===== src/rtl/conv_row_sequencer.sv =====
// conv_row_sequencer: run-time-K control sequencer for the binary
// convolution engine (addressing, row/column counters, strobes).
module conv_row_sequencer #(
  parameter int          ADDR_W   = 12,
  parameter int          KMAX     = 5,
  parameter int          RD_LAT   = 2,
  parameter int          CONV_LAT = 2,
  parameter logic [15:0] END_MARK = 16'h00FF
) (
  input  logic              clk,
  input  logic              reset_b,
  input  logic              dut_run,
  output logic              dut_busy,
  output logic [ADDR_W-1:0] dut_sram_read_address,
  input  logic [15:0]       sram_dut_read_data,
  output logic [ADDR_W-1:0] dut_wmem_read_address,
  input  logic [15:0]       wmem_dut_read_data,
  output logic [2:0]        k_dim,
  output logic              weight_load,
  output logic              row_load,
  output logic              conv_go,
  output logic [3:0]        col_idx,
  output logic              dut_sram_write_enable,
  output logic [ADDR_W-1:0] dut_sram_write_address,
  output logic              cfg_err
);

  typedef enum logic [3:0] {
    S_IDLE, S_HDR, S_CHECK, S_FILL, S_SWEEP,
    S_DRAIN, S_WRITE, S_ADV, S_SKIP, S_NEXT
  } state_t;

  typedef struct packed {
    logic row;
    logic wbits;
    logic wk;
    logic ncols;
    logic nrows;
  } tag_t;

  localparam tag_t T_NONE = 5'b00000;
  localparam tag_t T_HDR0 = 5'b00101;
  localparam tag_t T_HDR1 = 5'b01010;
  localparam tag_t T_ROW  = 5'b10000;

  localparam logic [2:0] KMAX_K     = 3'(KMAX);
  localparam logic [7:0] DRAIN_LAST = 8'(CONV_LAT - 1);

  state_t            state;
  tag_t              tpipe [RD_LAT];
  tag_t              cur;
  logic              hcnt;
  logic [ADDR_W-1:0] base;
  logic [ADDR_W-1:0] nxt_base;
  logic [ADDR_W-1:0] rptr;
  logic [15:0]       nrows;
  logic [15:0]       ncols;
  logic [15:0]       orow;
  logic [2:0]        icnt;
  logic [2:0]        lcnt;
  logic [3:0]        col_last;
  logic [7:0]        dcnt;
  logic              cfg_bad;
  logic              unused;

  // cur is the tag of the data on the read buses this cycle
  assign weight_load = cur.wbits;
  assign row_load    = cur.row;

  assign cfg_bad = (k_dim == 3'd0)
                || (k_dim > KMAX_K)
                || (ncols > 16'd16)
                || (16'(k_dim) > nrows)
                || (16'(k_dim) > ncols);

  assign unused = &{1'b0, wmem_dut_read_data[15:3]};

  always_ff @(posedge clk or negedge reset_b) begin
    if (!reset_b) begin
      state                  <= S_IDLE;
      for (int i = 0; i < RD_LAT; i++) tpipe[i] <= T_NONE;
      cur                    <= T_NONE;
      hcnt                   <= 1'b0;
      base                   <= '0;
      nxt_base               <= '0;
      rptr                   <= '0;
      nrows                  <= '0;
      ncols                  <= '0;
      orow                   <= '0;
      icnt                   <= '0;
      lcnt                   <= '0;
      col_last               <= '0;
      dcnt                   <= '0;
      dut_busy               <= 1'b0;
      dut_sram_read_address  <= '0;
      dut_wmem_read_address  <= '0;
      k_dim                  <= '0;
      conv_go                <= 1'b0;
      col_idx                <= '0;
      dut_sram_write_enable  <= 1'b0;
      dut_sram_write_address <= '0;
      cfg_err                <= 1'b0;
    end else begin
      tpipe[0] <= T_NONE;
      for (int i = 1; i < RD_LAT; i++) tpipe[i] <= tpipe[i-1];
      cur <= tpipe[RD_LAT-1];
      if (cur.wk) k_dim <= wmem_dut_read_data[2:0];

      unique case (state)
        S_IDLE: begin
          if (dut_run) begin
            dut_busy               <= 1'b1;
            base                   <= '0;
            dut_sram_read_address  <= '0;
            dut_wmem_read_address  <= '0;
            dut_sram_write_address <= '0;
            cfg_err                <= 1'b0;
            tpipe[0]               <= T_HDR0;
            hcnt                   <= 1'b1;
            state                  <= S_HDR;
          end
        end

        S_HDR: begin
          if (hcnt) begin
            dut_sram_read_address <= base + ADDR_W'(1);
            dut_wmem_read_address <= ADDR_W'(1);
            tpipe[0]              <= T_HDR1;
            hcnt                  <= 1'b0;
          end
          if (cur.nrows) begin
            if (sram_dut_read_data == END_MARK) begin
              // drop the header reads still in flight
              dut_busy <= 1'b0;
              state    <= S_IDLE;
              for (int i = 0; i < RD_LAT; i++) tpipe[i] <= T_NONE;
              cur      <= T_NONE;
            end else begin
              nrows    <= sram_dut_read_data;
              nxt_base <= base + ADDR_W'(2)
                        + ADDR_W'(sram_dut_read_data);
            end
          end
          if (cur.ncols) begin
            ncols <= sram_dut_read_data;
            state <= S_CHECK;
          end
        end

        S_CHECK: begin
          if (cfg_bad) begin
            cfg_err <= 1'b1;
            state   <= S_SKIP;
          end else begin
            rptr     <= base + ADDR_W'(2);
            icnt     <= '0;
            lcnt     <= '0;
            col_last <= 4'(ncols - 16'(k_dim));
            orow     <= nrows - 16'(k_dim);
            state    <= S_FILL;
          end
        end

        S_FILL: begin
          if (icnt != k_dim) begin
            dut_sram_read_address <= rptr;
            rptr                  <= rptr + ADDR_W'(1);
            icnt                  <= icnt + 3'd1;
            tpipe[0]              <= T_ROW;
          end
          if (cur.row) begin
            lcnt <= lcnt + 3'd1;
            if (lcnt == k_dim - 3'd1) begin
              conv_go <= 1'b1;
              col_idx <= '0;
              state   <= S_SWEEP;
            end
          end
        end

        S_SWEEP: begin
          if (col_idx == col_last) begin
            conv_go <= 1'b0;
            dcnt    <= '0;
            if (CONV_LAT == 0) begin
              dut_sram_write_enable <= 1'b1;
              state                 <= S_WRITE;
            end else begin
              state <= S_DRAIN;
            end
          end else begin
            col_idx <= col_idx + 4'd1;
          end
        end

        S_DRAIN: begin
          if (dcnt == DRAIN_LAST) begin
            dut_sram_write_enable <= 1'b1;
            state                 <= S_WRITE;
          end else begin
            dcnt <= dcnt + 8'd1;
          end
        end

        S_WRITE: begin
          dut_sram_write_enable  <= 1'b0;
          dut_sram_write_address <= dut_sram_write_address + ADDR_W'(1);
          if (orow == 16'd0) begin
            state <= S_NEXT;
          end else begin
            orow                  <= orow - 16'd1;
            dut_sram_read_address <= rptr;
            rptr                  <= rptr + ADDR_W'(1);
            tpipe[0]              <= T_ROW;
            state                 <= S_ADV;
          end
        end

        S_ADV: begin
          if (cur.row) begin
            conv_go <= 1'b1;
            col_idx <= '0;
            state   <= S_SWEEP;
          end
        end

        S_SKIP: state <= S_NEXT;

        S_NEXT: begin
          base                  <= nxt_base;
          dut_sram_read_address <= nxt_base;
          dut_wmem_read_address <= '0;
          tpipe[0]              <= T_HDR0;
          hcnt                  <= 1'b1;
          state                 <= S_HDR;
        end

        default: state <= S_IDLE;
      endcase
    end
  end

endmodule


===== config.mk =====
export PLATFORM = sky130hd
export DESIGN_NAME = conv_row_sequencer
export DESIGN_NICKNAME = d
export VERILOG_FILES = /design/src/rtl/conv_row_sequencer.sv
export SDC_FILE = /design/constraint.sdc
export NUM_CORES = 1
export LEC_CHECK = 0
export ABC_AREA = 1
export ABC_CLOCK_PERIOD_IN_PS = 4410
export BUFFER_PORTS_ARGS = -buffer_cell sky130_fd_sc_hd__clkbuf_2
export CAP_MARGIN = 5
export CORE_ASPECT_RATIO = 1.75
export CORE_UTILIZATION = 48
export DETAILED_ROUTE_END_ITERATION = 6
export GPL_TIMING_DRIVEN = 0
export PLACE_DENSITY = 0.65
export SYNTH_ARGS = -nofsm -noshare
export SYNTH_HDL_FRONTEND = slang
export SYNTH_SLANG_ARGS = --single-unit

===== constraint.sdc =====
create_clock -name clk -period 4.41 [get_ports clk]
set_input_delay 0.2205 -clock clk [delete_from_list [all_inputs] [get_ports clk]]
set_output_delay 0.2205 -clock clk [all_outputs]
set_load 0.02 [all_outputs]

Word level (Yosys, flattened, before mapping)

Cells that the tools add are included.

Register bits: 169
Bits of input ports: 35
Output and inout port bits: 49
Logic and storage cells: 191

Add/sub/neg operators: 13
Magnitude comparators: 4
Equal/unequal tests: 31
Multiplexer cells: 67
Bitwise logic cells: 2
Reductions and logical operators: 38

Operators with widths:

| operator                | count |
|---|---|
| $mux W12                | 8 |
| $pmux W12 S3            | 2 |
| $mux W4                 | 16 |
| $pmux W12 S5            | 1 |
| $pmux W12 S2            | 2 |
| $pmux W4 S10            | 1 |
| $add A12 B1 Y12 const B | 3 |
| $gt A3 B16 Y1           | 2 |
| $mux W16                | 2 |
| $pmux W16 S2            | 1 |
| $mux W5                 | 6 |
| $ne A2 B2 Y1 const B    | 15 |
| $pmux W5 S5             | 1 |
| $reduce_and A3 Y1       | 7 |
| $mux W10                | 2 |
| $eq A16 B8 Y1 const B   | 1 |
| $eq A4 B3 Y1 const B    | 4 |
| $gt A16 B5 Y1 const B   | 1 |
| $logic_not A16 Y1       | 1 |
| $mux W8                 | 2 |
| $pmux W8 S2             | 1 |
| $reduce_bool A2 Y1      | 8 |
| $sub A16 B1 Y16 const B | 1 |
| $sub A16 B3 Y16         | 1 |
| 32 further kinds        | 66 |

Longest topological paths before layout

Word-level depth: 7
Mapped depth: 15
Gate-level depth less buffers: 15

Worst setup path after synthesis

Ideal clock, no wire load.

Path type: register to register
Start point: register k_dim[0]
End point: register rptr[4]
Setup time: 0.117 ns
Data arrival time: 2.089 ns
Required time: 4.293 ns
Path slack: 2.204 ns
Cell stages (with the launch flop): 14
Path buffers: 1
Period minus slack after synthesis: 2.206 ns
Path through: dfrtp_1 ha_1 fa_1 inv_1 nand2_1 nand2_1 nor2_1 nand2_1 nand3_1 nand2_2 nand3_2 buf_6 nand2_1 nand2_1

Longest elaborated chain between the ends: 7
Elaborated cells between the ends (all ways): 12
Those cells by class: order compare: 3; eq/ne: 3; reduce/logical: 6

Ends and longest elaborated chain:

| what                                                                  | line | text |
|---|---|---|
| start, declared                                                       | 18   | `output logic [2:0] k_dim,` |
| start signal, assigned                                                | 107  | `if (cur.wk) k_dim <= wmem_dut_read_data[2:0];` |
| parallel branches: the longest is 6 deep, another holds $gt A3 B16 Y1 | n/a  |  |
| $reduce_and A4 Y1 (no source line) *                                  | n/a  |  |
| end signal, assigned                                                  | 155  | `rptr <= base + ADDR_W'(2);` |
| end signal, assigned                                                  | 167  | `rptr <= rptr + ADDR_W'(1);` |
| end signal, assigned                                                  | 213  | `rptr <= rptr + ADDR_W'(1);` |
| end, declared                                                         | 55   | `logic [ADDR_W-1:0] rptr;` |

Every way passes the cells marked *.
A chain may end at the register's enable or synchronous reset.

Final worst setup path

Start point: register base[1]
End point: register nxt_base[10]

Longest elaborated chain between the ends: 2

Ends and longest elaborated chain:

| what                   | line | text |
|---|---|---|
| start, declared        | 53   | `logic [ADDR_W-1:0] base;` |
| start signal, assigned | 230  | `base <= nxt_base;` |
| $add A12 B2 Y12        | 140  | `nxt_base <= base + ADDR_W'(2)` |
| $add A12 B12 Y12       | 141  | `+ ADDR_W'(sram_dut_read_data);` |
| end signal, assigned   | 140  |  |
| end, declared          | 54   | `logic [ADDR_W-1:0] nxt_base;` |

No other way between the ends.

==> metrics <==
Max Slew Vio Count=0; clk slew on worst S/H paths=0.06 ns; FF+latch count, synth=152; ys async rst share=100.0%; Non-Filler Instances=1647; residual DRC count=0; clock period minus worst slack=2.782 ns; Worst setup SP type=flop; initial antenna violation count=0; core area=19280 sq um; CP arrival=3.09 ns; Worst Hold Path Cells=3; CP Capture Type=flop; grt peak-use layer=met2; P_leak=5.619 nW; Final TNS setup=0 ns; TritonCTS clock tree=yes; period utilization=63.09%; PD cells=601.4 nW/um^2; drt wl/cell=15.97 um; root buf cell=clkbuf_16; Worst EP required=4.72 ns; largest cells by area after synthesis=dfrtp_1 40%, nand2_1 16%, inv_1 5.6%, nor2_1 4.8%, o21ai_0 4.4%; hpwl dp=20290 um; synth-to-layout area growth=13.48%; pre-CTS setup slack=1.716 ns; VDD IR max=0.3202 mV; global-route track usage on met2=51.00%; 1st-pass router iterations=5; CP Class=reg -> reg; final net count=1465; synthesized area=9530 sq um; Chip Height=188.4 um; synth unique cells=52; endpoints failing setup=0; r2r startpoint=base[1]; Via density=5.311; WL final=26300 um; Filler cells=1941; post-route antenna net violation count=0; Hold Buf Count CTS=2; CTS H-tree depth=4; Worst slew margin=57.14%; GRT met3 Usage=3.840%; Initial DRC Count=544; IO Port Bufs=59; clk_skew=0.009599 ns; CTS Buf Count=17; Placed Instance Area=10200 sq um; post-CTS sizing=0; gpl congestion=0.9469; number of hold violations in the final report=0; Cells after DPL=1614; Avg Inst Size Synth=7.314 sq um; GRT Residual Overflow=0; Post-Syn Instances=1303; met1 Usage GRT=27.90%; initial core utilization=49.43%; Yosys top cell by area=dfrtp_1; min-delay src=sram_dut_read_data[13]; highest clock rate=0.3594 GHz; Hold EP=nrows[13]; die area=20440 sq um; FP Rows=67; post-route design area=10820 sq um; max-cap viol count=0; largest net degree at the start of global routing=91; Reg-to-Reg End=nxt_base[10]; vias in the first global route=8670; largest fanout on the critical path=5; Worst Slack Setup Final=1.628 ns; sequential area share after synthesis=39.91%; ant diodes=0; fraction of layout cells with a size suffix above 1=12.16%; post-synth top area share=39.91%; Yosys warning count=0; global router's overall resource usage=27.18%; worst-margin pin slew=0.6349 ns; clk_lat worst skew=0.44 ns; top_reg_cell synth=dfrtp_1; final core utilization=56.09%; first-pass GRT wire length=42320 um; Reg2Reg Setup Slack=1.63 ns; status=completed; Post-CTS Setup Inserts=0; Clock Sink Count=152; clock buffer depth=2; DR vias=8747; Die W=108.5 um; Worst Hold Class=in -> reg; I/O Pins=84; RSZ-0062 raised after global routing=false; worst r2r path cells=14; EDFF count, synth=0
==> critical path: stages, from the launching register on <==
cell	delay, ns
dfrtp_1	0.47
ha_1	0.30
nand2_1	0.16
nor2_1	0.21
nand3_1	0.10
nand2_1	0.08
inv_1	0.11
ha_1	0.38
inv_1	0.10
nor3_1	0.25
nand3_1	0.14
nand3_1	0.11
nand2_1	0.05
nand3_1	0.10
o21ai_0	0.10
==> power by group <==
part | internal (mW) | total [mW] | switching (mW)
clock | 0.902 | 1.50 | 0.599
combinational | 0.948 | 2.82 | 1.87
sequential | 1.81 | 2.19 | 0.382
total | 3.65 | 6.50 | 2.85
==> logic make-up after synthesis <==
kind of cell | count (synthesis) | share of synthesized area, %
buffers and inverters | 192 | 8.757
xor gates and xnor gates | 43 | 3.952
adders and majority gates | 36 | 4.963
AOI/OAI and AO/OA | 177 | 10.29
muxes | 1 | 0.1050
DFF | 152 | 39.91
other | 1 | 0.03935
and+or+nand+nor | 701 | 31.98
==> synth_stat cells (all sizes together) (2+ instances only) <==
master and count:
nand2 419, dfrtp 152, inv 150, nor2 131
o21ai 103, nand3 87, nand4 41, buf 35
ha 33, a21oi 31, xor2 30, o22ai 13
xnor2 13, nor3 12, a31oi 9, clkbuf 7
or2 6, o211ai 4, fa 3, nand3b 3
o21bai 3, o2111ai 2, o21a 2, o31ai 2
==> placed cells by master, fill, tap and decap left out, types with 8 or more instances in the layout <==
cell type,netlist,routed
a21oi_1,31,31
a31oi_1,9,9
buf_2,15,15
buf_4,15,15
clkbuf_1,6,8
clkbuf_16,0,17
clkbuf_2,1,59
conb_1,1,11
dfrtp_1,152,152
ha_1,33,33
inv_1,141,141
inv_2,9,9
nand2_1,407,407
nand2_2,8,8
nand3_1,81,81
nand4_1,40,40
nor2_1,122,122
nor3_1,10,10
o21ai_0,84,84
o21ai_1,18,18
o22ai_1,13,13
xnor2_1,13,13
xor2_1,30,30
==> how the worst max path moves through the flow <==
stage               startpoint                         to  slack [ns]  cells after the start
finish                 base[1]               nxt_base[10]        1.63                     14
CTS                    base[1]               nxt_base[10]        1.68                     14
detailed placement     base[1]               nxt_base[10]        1.72                     14
global placement       reset_b  dut_sram_read_address[10]        0.31                      1
global route           base[1]               nxt_base[10]        1.44                     14
floorplan             k_dim[0]                    rptr[4]        2.20                     13
==> final cells by class <==
type,count,area [sq um],share of cell area (%)
clock inverters,11,147.6,1.365
clock buffers,20,446.7,4.130
plain buffers,42,271.5,2.510
multi-input cells,969,4930,45.58
flip-flops and latches,152,3804,35.17
inverters,150,563.0,5.206
repair buffers,62,351.6,3.251
well taps,241,301.5,2.788
==> registers in the layout, summed over array words and instances (netlist names), 12 cells and up <==
register                flops
base                       12
dut_sram_read_address      12
dut_sram_write_address     12
ncols                      16
nrows                      16
nxt_base                   12
orow                       16
rptr                       12
==> metrics by stage <==
stage / power [mW] / hold WS, ns
after global placement: 4.963 / 0.4197
after detailed placement: 5.010 / 0.2475
final: 6.505 / 0.008521
after floorplan: 4.165 / -0.07509
after CTS: 6.540 / 0.002915
after global routing: 7.025 / 0.02924
==> metal layers <==
| metal | vias up | part of all wire, % |
|---|---|---|
| li1 | 4378 | - |
| met1 | 4091 | 38 |
| met2 | 201 | 54 |
| met3 | 77 | 2.9 |
| met4 | 0 | 5.0 |
| met5 | - | 0 |
No activity file was read; power rests on OpenSTA's default activity.
